<file path="src/rtl/key_step_counter_pkg.sv">
// Shared constants for the key step counter: FSM encodings, default timing, step helper.
package key_step_counter_pkg;

  localparam int unsigned CNT_W   = 4;
  localparam int unsigned STATE_W = 2;

  localparam logic [STATE_W-1:0] S_IDLE   = 2'd0;
  localparam logic [STATE_W-1:0] S_DELAY  = 2'd1;
  localparam logic [STATE_W-1:0] S_REPEAT = 2'd2;
  localparam logic [STATE_W-1:0] S_LOCK   = 2'd3;

  // 50 MHz defaults: 20 ms debounce, 0.5 s to first repeat, 0.1 s repeat period
  localparam int unsigned DEF_DEB_CYCLES = 1_000_000;
  localparam int unsigned DEF_REP_DELAY  = 25_000_000;
  localparam int unsigned DEF_REP_RATE   = 5_000_000;

  // Modulo-16 step in the requested direction
  function automatic logic [CNT_W-1:0] cnt_step(input logic [CNT_W-1:0] v, input logic up);
    return up ? CNT_W'(v + 1'b1) : CNT_W'(v - 1'b1);
  endfunction

endpackage

</file>
<file path="src/rtl/key_step_counter_debounce.sv">
// Per-key 2-FF synchroniser and debouncer; reports the stable level and a one-cycle press pulse.
module key_step_counter_debounce
  import key_step_counter_pkg::*;
#(
  parameter int unsigned DEB_CYCLES = DEF_DEB_CYCLES
) (
  input  logic clk,
  input  logic rst_n,
  input  logic key_n_raw,
  output logic key_lvl,
  output logic press
);

  localparam int unsigned DW = (DEB_CYCLES > 1) ? $clog2(DEB_CYCLES) : 1;

  logic [1:0]    sync;
  logic [DW-1:0] dcnt;

  // Level flips only after DEB_CYCLES consecutive samples of the new synchronised level
  always_ff @(posedge clk or negedge rst_n) begin
    if (!rst_n) begin
      sync    <= 2'b11;
      key_lvl <= 1'b1;
      dcnt    <= '0;
      press   <= 1'b0;
    end else begin
      sync  <= {sync[0], key_n_raw};
      press <= 1'b0;
      if (sync[1] == key_lvl) begin
        dcnt <= '0;
      end else if (dcnt == DW'(DEB_CYCLES - 1)) begin
        key_lvl <= sync[1];
        dcnt    <= '0;
        press   <= ~sync[1];
      end else begin
        dcnt <= DW'(dcnt + 1'b1);
      end
    end
  end

endmodule

</file>
<file path="src/rtl/key_step_counter.sv">
// Two-button up/down stepper with auto-repeat producing a 4-bit value for the LED decoder.
module key_step_counter
  import key_step_counter_pkg::*;
#(
  parameter int unsigned DEB_CYCLES = DEF_DEB_CYCLES,
  parameter int unsigned REP_DELAY  = DEF_REP_DELAY,
  parameter int unsigned REP_RATE   = DEF_REP_RATE
) (
  input  logic             clk,
  input  logic             rst_n,
  input  logic             key_up_n,
  input  logic             key_dn_n,
  output logic [CNT_W-1:0] cnt,
  output logic             step,
  output logic             dir
);

  localparam int unsigned TMR_MAX = (REP_DELAY > REP_RATE) ? REP_DELAY : REP_RATE;
  localparam int unsigned TMR_W   = $clog2(TMR_MAX);

  logic               up_lvl, up_press;
  logic               dn_lvl, dn_press;
  logic [STATE_W-1:0] state, state_d;
  logic [TMR_W-1:0]   tmr, tmr_d;
  logic [CNT_W-1:0]   cnt_d;
  logic               step_d, dir_d;
  logic               held, other_press;

  key_step_counter_debounce #(.DEB_CYCLES(DEB_CYCLES)) u_deb_up (
    .clk       (clk),
    .rst_n     (rst_n),
    .key_n_raw (key_up_n),
    .key_lvl   (up_lvl),
    .press     (up_press)
  );

  key_step_counter_debounce #(.DEB_CYCLES(DEB_CYCLES)) u_deb_dn (
    .clk       (clk),
    .rst_n     (rst_n),
    .key_n_raw (key_dn_n),
    .key_lvl   (dn_lvl),
    .press     (dn_press)
  );

  // dir always holds the key that started the current DELAY/REPEAT run
  assign held        = dir ? ~up_lvl : ~dn_lvl;
  assign other_press = dir ? dn_press : up_press;

  always_ff @(posedge clk or negedge rst_n) begin
    if (!rst_n) begin
      state <= S_IDLE;
      tmr   <= '0;
      cnt   <= '0;
      step  <= 1'b0;
      dir   <= 1'b1;
    end else begin
      state <= state_d;
      tmr   <= tmr_d;
      cnt   <= cnt_d;
      step  <= step_d;
      dir   <= dir_d;
    end
  end

  always_comb begin
    state_d = state;
    tmr_d   = '0;
    cnt_d   = cnt;
    step_d  = 1'b0;
    dir_d   = dir;
    case (state)
      S_IDLE: begin
        if (up_press && dn_press) begin
          state_d = S_LOCK;
        end else if (up_press || dn_press) begin
          step_d  = 1'b1;
          dir_d   = up_press;
          cnt_d   = cnt_step(cnt, up_press);
          state_d = S_DELAY;
        end
      end
      S_DELAY: begin
        if (!held) begin
          state_d = S_IDLE;
        end else if (other_press) begin
          state_d = S_LOCK;
        end else if (tmr == TMR_W'(REP_DELAY - 1)) begin
          step_d  = 1'b1;
          cnt_d   = cnt_step(cnt, dir);
          state_d = S_REPEAT;
        end else begin
          tmr_d = TMR_W'(tmr + 1'b1);
        end
      end
      S_REPEAT: begin
        if (!held) begin
          state_d = S_IDLE;
        end else if (other_press) begin
          state_d = S_LOCK;
        end else if (tmr == TMR_W'(REP_RATE - 1)) begin
          step_d = 1'b1;
          cnt_d  = cnt_step(cnt, dir);
        end else begin
          tmr_d = TMR_W'(tmr + 1'b1);
        end
      end
      S_LOCK: begin
        if (up_lvl && dn_lvl) state_d = S_IDLE;
      end
      default: state_d = S_IDLE;
    endcase
  end

endmodule

</file>
<file path="config.mk">
export PLATFORM = sky130hd
export DESIGN_NAME = key_step_counter
export DESIGN_NICKNAME = d
export VERILOG_FILES = /design/src/rtl/key_step_counter_pkg.sv /design/src/rtl/key_step_counter_debounce.sv /design/src/rtl/key_step_counter.sv
export SDC_FILE = /design/constraint.sdc
export NUM_CORES = 1
export LEC_CHECK = 0
export CAP_MARGIN = 20
export CORE_MARGIN = 1.5
export CORE_UTILIZATION = 60
export CTS_CLUSTER_SIZE = 30
export DETAILED_ROUTE_END_ITERATION = 12
export PLACE_DENSITY = 0.89
export REMOVE_ABC_BUFFERS = 1
export SYNTH_ARGS = -nofsm -noshare
export SYNTH_HDL_FRONTEND = slang
export SYNTH_HIERARCHICAL = 1
export SYNTH_SLANG_ARGS = --single-unit
</file>
<file path="constraint.sdc">
create_clock -name clk -period 2.7 [get_ports clk]
set_clock_uncertainty 0.05 [all_clocks]
set_input_delay 0.54 -clock clk [delete_from_list [all_inputs] [get_ports clk]]
set_output_delay 0.54 -clock clk [all_outputs]
set_load 0.02 [all_outputs]
</file>
After elaboration in Yosys (flattened, before gate mapping)

Index checks and enable logic that the tools add are counted.

Add/subtract/negate cells: 5
Equality and inequality tests: 21
Multiplexer cells: 46
Bitwise operators: 7
Reduce and logical (&&, ||, !) cells: 10

Operators with widths:

| kind                                                  | number |
|---|---|
| 2-to-1 mux 25 bit                                     | 6 |
| 2-to-1 mux 20 bit                                     | 4 |
| one-hot mux 25 bit (2 select lines)                   | 1 |
| adder 20 x 1 -> 20 bit, second input constant         | 2 |
| equality test 20 bit, second input constant           | 2 |
| 2-to-1 mux 4 bit                                      | 10 |
| adder 25 x 1 -> 25 bit, second input constant         | 1 |
| equality test 25 x 23 -> 1 bit, second input constant | 1 |
| equality test 25 bit, second input constant           | 1 |
| != test 2 bit, second input constant                  | 9 |
| 2-to-1 mux 2 bit                                      | 8 |
| 2-to-1 mux 1 bit                                      | 14 |
| one-hot mux 4 bit (3 select lines)                    | 1 |
| AND reduction 9 bit                                   | 1 |
| one-hot mux 2 bit (4 select lines)                    | 1 |
| inverter 1 bit                                        | 7 |
| != test 3 bit, second input constant                  | 2 |
| adder 4 x 1 -> 4 bit, second input constant           | 1 |
| equality test 2 bit, second input constant            | 2 |
| != test 4 bit, second input constant                  | 1 |
| AND reduction 2 bit                                   | 2 |
| AND reduction 4 bit                                   | 1 |
| subtractor 4 x 1 -> 4 bit, second input constant      | 1 |
| one-hot mux 1 bit (3 select lines)                    | 1 |
| other kinds (7)                                       | 9 |

Bits in registers: 81
Input bits: 4
Output and inout bits: 6
Word-level logic and storage cells: 102

Longest topological paths before layout

Gate-level depths: netlist of run 1.

Depth after elaboration: 6
Gate-level depth with buffers: 8
Mapped depth without buffers: 7

Cells and area by module

Netlist of run 1, hierarchy kept.

By module, submodules not included:

| module                    | times used | cells an instance | area each (µm²) | seq. area each (µm²) |
|---|---|---|---|---|
| key_step_counter_debounce | 2          | 116               | 1139.8          | 604.3 |
| key_step_counter          | 1          | 194               | 1848.0          | 827.0 |

Least setup slack after synthesis of run 1

No wires, ideal clock.

Path type: register to register
From: register u_deb_dn.dcnt[0]
To: register u_deb_dn.dcnt[18]
Library setup time: 78 ps
Arrival: 1897 ps
Data required time: 2572 ps
Setup slack: 675 ps
Cell stages (with the launch flop): 7
Path buffers: 1
Period minus slack after synthesis: 2025 ps
Cell sequence: dfrtp_1 -> ha_1 -> nand2_1 -> or4_1 -> buf_2 -> or4_1 -> a21oi_1

Cells in the longest elaborated chain, start to end: 3
Elaborated cells between the ends (all ways): 4
Those cells by class: add/sub (1); eq/ne (1); mux (2)

RTL lines:

| element                                                        | RTL line                                                         | RTL |
|---|---|---|
| start, declared                                                | key_step_counter_debounce.sv:17                                  | `logic [DW-1:0] dcnt;` |
| start signal, assigned                                         | key_step_counter_debounce.sv:36                                  | `dcnt <= DW'(dcnt + 1'b1);` |
| adder 20 x 1 -> 20 bit or equality test 20 bit (tied branches) | key_step_counter_debounce.sv:36, key_step_counter_debounce.sv:31 |  |
| 2-to-1 mux 20 bit *                                            | key_step_counter_debounce.sv:31                                  | `end else if (dcnt == DW'(DEB_CYCLES - 1)) begin` |
| 2-to-1 mux 20 bit *                                            | key_step_counter_debounce.sv:29                                  | `if (sync[1] == key_lvl) begin` |

Mark *: on every way between the ends. The rest lies on a longest branch, timed or not.
A chain may end at the register's enable or synchronous reset.

Worst setup path in the final report of run 1

Same ends and word-level chain as after synthesis.

==> key figures, run 1 <==
Outcome
  – Status: finished clean

Floorplanning
  – I/O pin cnt: 10
  – Die height: 85.9 um
  – Core area: 6720 sq um
  – Die area: 7390 sq um
  – Die X: 85.9 um
  – Starting density of the core: 0.614
  – Row cnt: 30

Power and ir drop
  – Pwr dens: 516 nW/um^2
  – Logic pwr share: 0.024
  – Switching Share: 0.209
  – Internal Power: 0.00186 W
  – Lkg Pwr: 1.84 nW
  – Worst VDD drop: 0.000268 V
  – Seq pwr share: 0.527
  – Psw: 0.000489 W
  – Clk pwr share: 0.450

Final layout
  – Most frequent cells in the layout: 74 x dfrtp_1, 67 x nor2_1, 25 x nand3_1
  – Layout cells sized above 1: 0.0971
  – Area Overhead vs Synth: 10.1%
  – Net count, final: 455
  – Fill count: 478
  – Final Util: 0.676
  – Antenna Cells: 0
  – Most common cell after layout, fill and taps aside: dfrtp_1

GRT
  – Number of global-route vias before repair: 2,952
  – Global-route wire length before repair: 13,400 um
  – All-Layer GR Usage: 0.231
  – Largest net degree at the start of global routing: 54
  – Initial antenna violation count: 0
  – Total grt overflow: 0

Place
  – Port bufs: 9
  – Dpl ws: 554 ps
  – Hpwl dp: 5250 um
  – Final RePlAce weighted congestion: 0.916

Timing
  – Slew Viols, Final: 0
  – RSZ-0062 raised after global routing: false
  – Period utilisation layout: 0.811
  – Min Hold Slack: 159 ps
  – Highest clock rate: 457 MHz
  – Worst slew pin tran: 655 ps
  – Setup-failing EPs final: 0
  – Endpoints failing hold: 0
  – Setup ws final: 511 ps
  – Max transition margin: 0.563
  – Tmin final: 2190 ps
  – Fin Setup TNS: 0 ps

Yosys
  – Leading area contributor after synthesis: dfrtp_1
  – Ys flop type: dfrtp_1
  – Seq/Total Area, Yosys: 0.493
  – Post-synth EDFFs: 0
  – Post-synthesis cell type count: 38
  – Mux cell area share after synthesis: 0.0203
  – Post-Synth Adder-Cell Area: 0.0394
  – Mean Syn Cell Area: 9.69 sq um
  – XOR/XNOR Fraction of Synth Area: 0.102
  – Cell count after synthesis: 426
  – Simple-gate share of the synthesized area: 0.246
  – Synth Area in Compound Gates: 0.0685
  – Netlist Area Pre-Place: 4130 sq um
  – Main combinational cell family by area after synthesis: simple AND/OR/NAND/NOR gates
  – Share of flip-flops with an asynchronous set or reset: 1.00
  – Synthesis-stage register bit count: 81
  – Largest cells by area after synthesis: dfrtp_1 45%, nor2_1 6.1%, xnor2_1 5.1%
  – Yosys warns: 6
  – Share of the synthesized area in the top cell type: 0.449

Setup path
  – Delay of the slowest critical-path stage: 620 ps
  – WS Path Type: reg2reg
  – Critical path's slowest cell: or4_1
  – CP Data Arrival Time: 2410 ps
  – R2r worst-path depth: 5
  – Worst R2R Setup Slack: 510 ps
  – Crit path top cell by count: or4_1
  – Worst r2r src: u_deb_dn/dcnt[0]
  – Crit path max fanout: 8
  – CP required: 2920 ps
  – CP Cell Sequence: ha_1 -> nand2_1 -> or4_1 -> or4_1 -> a21oi_1
  – CP endpoint kind: flop
  – Capturing point of the worst reg2reg path: u_deb_dn/dcnt[18]
  – Setup crit start kind: flop

Detailed routing
  – Routed vias/inst: 6.00
  – Routed WL: 7850 um
  – WL/cell: 15.0 um
  – Drt first pass iters: 5
  – DR DRC count: 0
  – Antenna Nets Post-Route: 0
  – Vias after detailed routing: 3,140
  – Initial drt markers: 206

Clock network
  – Skew-Pair Late Insertion Delay: 350 ps
  – Reg clk slew, reported paths: 90 ps
  – Postcts setup bufs: 0
  – H-tree Lvls: 3
  – CTS resizes: 0
  – TritonCTS Buffers: 9
  – Root buffer cell: clkbuf_8
  – Max Root-Sink Buffers: 2
  – Hold Buf Count CTS: 0
  – TritonCTS clock tree: yes
  – Clk sink count: 81

Worst hold path
  – Worst min-delay path category: in2async

Run
  – MaxCap Viol Count: 0
## synth_stat cells, types with 6 or more instances
cell type / count
nor2_1: 67
or4_1: 10
or3_2: 6
o21ai_0: 16
nand2_1: 22
a21oi_1: 22
nand3_1: 25
inv_1: 21
nor3_1: 7
o31ai_1: 6
and3_1: 6
xor2_1: 24
clkbuf_1: 8
nand4_1: 17
dfrtp_1: 74
dfstp_2: 7
xnor2_1: 24
ha_1: 13
## critical path: cells and delay by family (launching register included)
family | cells | cell delay [ps]
AO/OA/AOI/OAI | 1 | 170
AND/OR/NAND/NOR | 3 | 1230
adder cells (fa/ha/maj) | 1 | 240
flip-flops | 1 | 420
## power groups by stage
stage	Sequential (W)	Combinational (W)	Clock [W]
final	0.00124	0.0000553	0.00105
after global placement	0.00126	0.0000558	0
after CTS	0.00124	0.0000580	0.00107
after floorplan	0.00126	0.0000190	0
after global routing	0.00124	0.0000642	0.00111
after detailed placement	0.00126	0.0000579	0
## registers in the layout, indices dropped and copies added, names as in the netlist
| register | flops |
|---|---|
| tmr | 25 |
| u_deb_dn/dcnt | 20 |
| u_deb_up/dcnt | 20 |
| cnt | 4 |
| state | 2 |
| u_deb_dn/sync | 2 |
| u_deb_up/sync | 2 |
| dir | 1 |
| step | 1 |
| u_deb_dn/key_lvl | 1 |
| u_deb_dn/press | 1 |
| u_deb_up/key_lvl | 1 |
| u_deb_up/press | 1 |
## stage by stage
stage / power [W] / cells / cell area [sq um]
global route: 0.00242 / 523 / 4540
global placement: 0.00131 / 507 / 4310
detailed placement: 0.00132 / 507 / 4310
CTS: 0.00236 / 523 / 4540
finish: 0.00235 / 523 / 4540
floorplan: 0.00128 / 414 / 4080
## worst max-delay path by stage
| stage | start | end | slack, ps | cells after the start |
|---|---|---|---|---|
| finish | u_deb_dn/dcnt[0] | u_deb_dn/dcnt[18] | 510 | 5 |
| global route | u_deb_dn/dcnt[0] | u_deb_dn/dcnt[18] | 370 | 5 |
| CTS | u_deb_dn/dcnt[0] | u_deb_dn/dcnt[18] | 500 | 5 |
| detailed placement | u_deb_dn/dcnt[0] | u_deb_dn/dcnt[18] | 550 | 5 |
| global placement | u_deb_dn/dcnt[0] | u_deb_dn/dcnt[18] | 620 | 5 |
| floorplan | u_deb_dn/dcnt[0] | u_deb_dn/dcnt[10] | 420 | 5 |
## routing by layer
| layer | global-route usage | wire, um | vias up |
|---|---|---|---|
| met4 | 0.129 | 182 | 0 |
| met3 | 0.0356 | 369 | 22 |
| met2 | 0.365 | 3780 | 102 |
| met5 | 0 | 0 | - |
| li1 | - | - | 1503 |
| met1 | 0.307 | 3520 | 1513 |
## layout make-up
| class | count | area [sq um] | share of cell area |
|---|---|---|---|
| clock buffer | 11 | 131 | 0.0289 |
| clock inverter | 5 | 105 | 0.0231 |
| inverter | 21 | 78.8 | 0.0173 |
| multi-input combinational | 312 | 1960 | 0.432 |
| sequential | 81 | 2040 | 0.448 |
| tap | 80 | 100 | 0.0220 |
| timing repair buffer | 13 | 130 | 0.0286 |
## logic make-up (layout without fill, tap and decap cells)
family	count (synthesis)	after routing
multiplexers	8	8
AND/OR/NAND/NOR	193	193
XOR/XNOR	48	48
buffers and inverters	33	50
flip-flops	81	81
adder cells (fa/ha/maj)	13	13
AO/OA/AOI/OAI	50	50
No activity file was read; power rests on OpenSTA's default activity.
==> run 2, diff against run 1 <==
Clock period 2.7 ns to 2.2 ns, I/O delays scaled along.
==> key figures, run 2 (same netlist as run 1, synthesis figures left out) <==
Power and ir drop
  – Worst VDD drop: 0.000324 V (was 0.000268 V)
  – Clk pwr share: 0.414 (was 0.450)
  – Logic pwr share: 0.028 (was 0.024)
  – Seq pwr share: 0.559 (was 0.527)
  – Psw: 0.000605 W (was 0.000489 W)
  – Switching Share: 0.222 (was 0.209)
  – Lkg Pwr: 1.86 nW (was 1.84 nW)
  – Internal Power: 0.00211 W (was 0.00186 W)
  – Pwr dens: 589 nW/um^2 (was 516 nW/um^2)

Detailed routing
  – DR DRC count: 0 (unchanged)
  – Routed WL: 8120 um (was 7850 um)
  – WL/cell: 15.4 um (was 15.0 um)
  – Routed vias/inst: 6.01 (was 6.00)
  – Initial drt markers: 272 (was 206)
  – Drt first pass iters: 4 (was 5)
  – Vias after detailed routing: 3,175 (was 3,140)
  – Antenna Nets Post-Route: 0 (unchanged)

Setup path
  – CP endpoint kind: primary output (was flop)
  – R2r worst-path depth: 6 (was 5)
  – Crit-path leading delay family: buffers and inverters (was simple AND/OR/NAND/NOR gates)
  – Worst path bufs/invs: 1 (was 0)
  – Worst R2R Setup Slack: 110 ps (was 510 ps)
  – Capturing point of the worst reg2reg path: state[1] (was u_deb_dn/dcnt[18])
  – Critical path endpoint: dir (was u_deb_dn/dcnt[18])
  – Worst r2r src: tmr[19] (was u_deb_dn/dcnt[0])
  – Critical path's slowest cell: clkdlybuf4s50_1 (was or4_1)
  – CP required: 1710 ps (was 2920 ps)
  – Setup crit start kind: flop (unchanged)
  – Crit path max fanout: 8 (unchanged)
  – WS Path Type: reg2out (was reg2reg)
  – Total stage count of the critical path: 1 (was 5)
  – CP startpoint: dir (was u_deb_dn/dcnt[0])
  – CP Cell Sequence: clkdlybuf4s50_1 (was ha_1 -> nand2_1 -> or4_1 -> or4_1 -> a21oi_1)
  – CP Data Arrival Time: 1610 ps (was 2410 ps)
  – Delay of the slowest critical-path stage: 630 ps (was 620 ps)

Clock network
  – Root buffer cell: clkbuf_8 (unchanged)
  – H-tree Lvls: 3 (unchanged)
  – Reg clk slew, reported paths: 80 ps (was 90 ps)
  – Max Root-Sink Buffers: 2 (unchanged)
  – TritonCTS Buffers: 9 (unchanged)
  – Skew-Pair Late Insertion Delay: 360 ps (was 350 ps)
  – TritonCTS clock tree: yes (unchanged)
  – Clk sink count: 81 (unchanged)

Place
  – Final RePlAce weighted congestion: 0.898 (was 0.916)
  – Hpwl dp: 5420 um (was 5250 um)
  – Port bufs: 9 (unchanged)
  – Placed cell count: 509 (was 507)
  – Dpl ws: 35.1 ps (was 554 ps)

Final layout
  – Most frequent cells in the layout: 72 x dfrtp_1, 67 x nor2_1, 24 x xor2_1, 24 x nand3_1, 24 x xnor2_1 (was 74 x dfrtp_1, 67 x nor2_1, 25 x nand3_1)
  – Largest register FFs: 25 (unchanged)
  – Largest registers: tmr x25, u_deb_dn/dcnt x20, u_deb_up/dcnt x20 (unchanged)
  – Post-route insts no fill: 528 (was 523)
  – Area Overhead vs Synth: 11.8% (was 10.1%)
  – Antenna Cells: 0 (unchanged)
  – Layout cells sized above 1: 0.127 (was 0.0971)
  – Net count, final: 460 (was 455)
  – Most common cell after layout, fill and taps aside: dfrtp_1 (unchanged)
  – Biggest register: tmr (unchanged)
  – Final Util: 0.687 (was 0.676)

GRT
  – Initial antenna violation count: 0 (unchanged)
  – Global Route met2 Usage: 0.382 (was 0.365)
  – Met1 global-route usage: 0.311 (was 0.307)
  – Met3 Track Usage GR: 0.0539 (was 0.0356)
  – Total grt overflow: 0 (unchanged)
  – Number of global-route vias before repair: 3,125 (was 2,952)
  – All-Layer GR Usage: 0.237 (was 0.231)
  – Busiest grt layer: met2 (unchanged)
  – Largest net degree at the start of global routing: 34 (was 54)
  – Global-route wire length before repair: 13,900 um (was 13,400 um)

Timing
  – Setup-failing EPs final: 0 (unchanged)
  – Highest clock rate: 476 MHz
  – Min Hold Slack: 307 ps (was 159 ps)
  – RSZ-0062 raised after global routing: false (unchanged)
  – Setup ws final: 99.6 ps (was 511 ps)
  – Worst slew pin tran: 570 ps (was 655 ps)
  – Fin Setup TNS: 0 ps (unchanged)
  – Endpoints failing hold: 0 (unchanged)
  – Slew Viols, Final: 0 (unchanged)
  – Period utilisation layout: 0.955
  – Max transition margin: 0.619 (was 0.563)
  – Tmin final: 2100 ps

Floorplanning
  – I/O pin cnt: 10 (unchanged)
  – Starting density of the core: 0.614 (unchanged)
  – Row cnt: 30 (unchanged)
  – Core area: 6720 sq um (unchanged)
  – Die height: 85.9 um (unchanged)
  – Die area: 7390 sq um (unchanged)
  – Die X: 85.9 um (unchanged)

Outcome
  – Status: finished clean (unchanged)

Worst hold path
  – Worst min-delay path category: reg2reg (was in2async)

Run
  – MaxCap Viol Count: 0 (unchanged)
run 2: cell types whose count changed in the layout (fill, tap and decap cells not counted), sizes merged:
cell and change:
clkbuf +1, buf +4, clkinvlp -1, dlygate4sd3 +1, clkinv +2, bufinv -2
run 2: routing by layer:
layer / vias up / wire length, um
met2: 77 / 4000
met3: 13 / 314
met1: 1575 / 3660
met4: 0 / 145
li1: 1510 / -
met5: - / 0
run 2: final cells by class:
| cell class | instances | area, sq um |
|---|---|---|
| Timing Repair Buffer | 18 | 183 |
| Inverter | 21 | 78.8 |
| Fill cell | 472 | 2100 |
| Tap cell | 80 | 100 |
| Clock buffer | 12 | 155 |
| Sequential cell | 81 | 2040 |
| Multi-Input combinational cell | 312 | 2010 |
| Clock inverter | 4 | 51.3 |
run 2: stage by stage:
| stage | power [W] | instance area (sq um) |
|---|---|---|
| 2_1_floorplan | 0.00157 | 4080 |
| 3_3_place_gp | 0.00162 | 4340 |
| 3_5_place_dp | 0.00162 | 4340 |
| 4_1_cts | 0.00274 | 4550 |
| 5_1_grt | 0.00283 | 4620 |
| 6_report | 0.00272 | 4620 |
run 2: worst min path at each step:
stage / from / to / slack, ps / depth (start not counted)
3_3_place_gp: u_deb_up/sync[0] / u_deb_up/sync[1] / 300 / 0
4_1_cts: u_deb_up/sync[0] / u_deb_up/sync[1] / 310 / 0
3_5_place_dp: u_deb_dn/sync[0] / u_deb_dn/sync[1] / 310 / 0
6_report: u_deb_up/sync[0] / u_deb_up/sync[1] / 310 / 0
2_1_floorplan: rst_n / cnt[0] / 90 / 0
5_1_grt: u_deb_up/sync[0] / u_deb_up/sync[1] / 320 / 0
run 2: power by group through the flow:
stage	Sequential, W	Clock (W)	Combinational (W)
final	0.00152	0.00113	0.0000750
after global routing	0.00152	0.00122	0.0000867
after CTS	0.00152	0.00115	0.0000758
after detailed placement	0.00155	0	0.0000737
after global placement	0.00154	0	0.0000709
after floorplan	0.00154	0	0.0000234
run 2: repair_timing:
action,in CTS,in global routing
resized for setup,0,11
buffers inserted,0,2
hold buffers,1,0
setup endpoints to repair,0,12
endpoints found under the hold margin,28,0
==> run 3, diff against run 2 <==
Settings changed: SKIP_CTS_REPAIR_TIMING from default to 1.
==> key figures, run 3 (same netlist as run 1, synthesis figures left out) <==
Setup path
  – Critical path's slowest cell: clkdlybuf4s50_1 (unchanged)
  – Crit path max fanout: 8 (unchanged)
  – WS Path Type: reg2out (unchanged)
  – CP endpoint kind: primary output (unchanged)
  – Crit-path leading delay family: buffers and inverters (unchanged)
  – CP Cell Sequence: clkdlybuf4s50_1 (unchanged)
  – CP required: 1710 ps (about the same)
  – Worst path bufs/invs: 1 (unchanged)
  – CP Data Arrival Time: 1610 ps (about the same)
  – Delay of the slowest critical-path stage: 630 ps (about the same)
  – Setup crit start kind: flop (unchanged)

Detailed routing
  – Antenna Nets Post-Route: 0 (unchanged)
  – WL/cell: 15.3 um (was 15.4 um)
  – Drt first pass iters: 4 (unchanged)
  – DR DRC count: 0 (unchanged)
  – Routed WL: 8080 um (was 8120 um)
  – Routed vias/inst: 6.02 (was 6.01)
  – Vias after detailed routing: 3,180 (was 3,175)
  – Initial drt markers: 274 (was 272)

Final layout
  – Antenna Cells: 0 (unchanged)
  – Layout cells sized above 1: 0.127 (unchanged)
  – Most common cell after layout, fill and taps aside: dfrtp_1 (unchanged)
  – Area Overhead vs Synth: 11.8% (unchanged)
  – Largest register FFs: 25 (unchanged)
  – Largest registers: tmr x25, u_deb_dn/dcnt x20, u_deb_up/dcnt x20 (unchanged)
  – Net count, final: 460 (unchanged)
  – Biggest register: tmr (unchanged)
  – Most frequent cells in the layout: 72 x dfrtp_1, 67 x nor2_1, 24 x xor2_1, 24 x nand3_1, 24 x xnor2_1 (unchanged)

Timing
  – Period utilisation layout: 0.956 (was 0.955)
  – Slew Viols, Final: 0 (unchanged)
  – Endpoints failing hold: 0 (unchanged)
  – Setup ws final: 96.2 ps (was 99.6 ps)
  – Max transition margin: 0.649 (was 0.619)
  – Worst slew pin tran: 525 ps (was 570 ps)
  – Highest clock rate: 475 MHz (was 476 MHz)
  – Setup-failing EPs final: 0 (unchanged)
  – Tmin final: 2100 ps (about the same)
  – RSZ-0062 raised after global routing: false (unchanged)

Place
  – Hpwl dp: 5420 um (unchanged)
  – Port bufs: 9 (unchanged)
  – Dpl ws: 35.1 ps (unchanged)
  – Final RePlAce weighted congestion: 0.898 (unchanged)

Floorplanning
  – Die X: 85.9 um (unchanged)
  – Die height: 85.9 um (unchanged)
  – Starting density of the core: 0.614 (unchanged)
  – Row cnt: 30 (unchanged)
  – Core area: 6720 sq um (unchanged)
  – I/O pin cnt: 10 (unchanged)
  – Die area: 7390 sq um (unchanged)

Outcome
  – Status: finished clean (unchanged)

Clock network
  – Root buffer cell: clkbuf_8 (unchanged)
  – H-tree Lvls: 3 (unchanged)
  – Max Root-Sink Buffers: 2 (unchanged)
  – Clk sink count: 81 (unchanged)
  – TritonCTS Buffers: 9 (unchanged)
  – TritonCTS clock tree: yes (unchanged)
  – Reg clk slew, reported paths: 80 ps (about the same)
  – Skew-Pair Late Insertion Delay: 360 ps (about the same)

Run
  – MaxCap Viol Count: 0 (unchanged)

Power and ir drop
  – Total power draw: 0.00272 W (about the same)
  – Lkg Pwr: 1.86 nW (unchanged)
  – Worst VDD drop: 0.000323 V (was 0.000324 V)
  – Pwr dens: 590 nW/um^2 (was 589 nW/um^2)

GRT
  – Global-route wire length before repair: 13,900 um (about the same)
  – All-Layer GR Usage: 0.237 (about the same)
  – Initial antenna violation count: 0 (unchanged)
  – Number of global-route vias before repair: 3,118 (was 3,125)
  – Total grt overflow: 0 (unchanged)
  – Largest net degree at the start of global routing: 34 (unchanged)

Worst hold path
  – Worst min-delay path category: reg2reg (unchanged)
run 3: cell counts in the layout (fill, tap and decap cells not counted):
Identical to the previous run, type by type.
run 3: metal layers:
metal,track usage,vias to the layer above,part of all wire
li1,-,1514,-
met1,0.310,1590,0.45
met2,0.382,65,0.50
met3,0.0539,11,0.035
met4,0.0997,0,0.016
met5,0,-,0
run 3: path summary, 6_finish.rpt:
check	start	endpoint	slack [ps]	cells after the start
max	dir	dir	100	1
min	u_deb_up/sync[0]	u_deb_up/sync[1]	310	0
min in group asynchronous	rst_n	tmr[20]	500	2
min reg2reg	u_deb_up/sync[0]	u_deb_up/sync[1]	310	0
max reg2reg	u_deb_up/dcnt[0]	u_deb_up/dcnt[18]	110	5
max in group asynchronous	rst_n	u_deb_dn/sync[0]	920	3
run 3: cell type report:
class / count / area [sq um]
repair buffers: 18 / 183
inverters: 21 / 78.8
clock inverters: 4 / 51.3
flip-flops and latches: 81 / 2040
fillers: 472 / 2100
well taps: 80 / 100
multi-input cells: 312 / 2010
clock buffers: 12 / 155
run 3: report_power, final:
group / total (W) / switching (W) / internal, W
Sequential: 0.00152 / 0.0000156 / 0.00150
Combinational: 0.0000746 / 0.0000503 / 0.0000243
Clock: 0.00113 / 0.000541 / 0.000587
run 3: stage by stage:
step	setup TNS (ps)	utilization	cell area, sq um	hold slack, ps	cells
after global placement	0	0.645	4340	299	509
after global routing	0	0.687	4620	316	528
after floorplan	-2590	-	4080	94.4	414
after CTS	0	0.676	4540	-30.3	525
final	0	0.687	4620	307	528
after detailed placement	0	0.645	4340	307	509
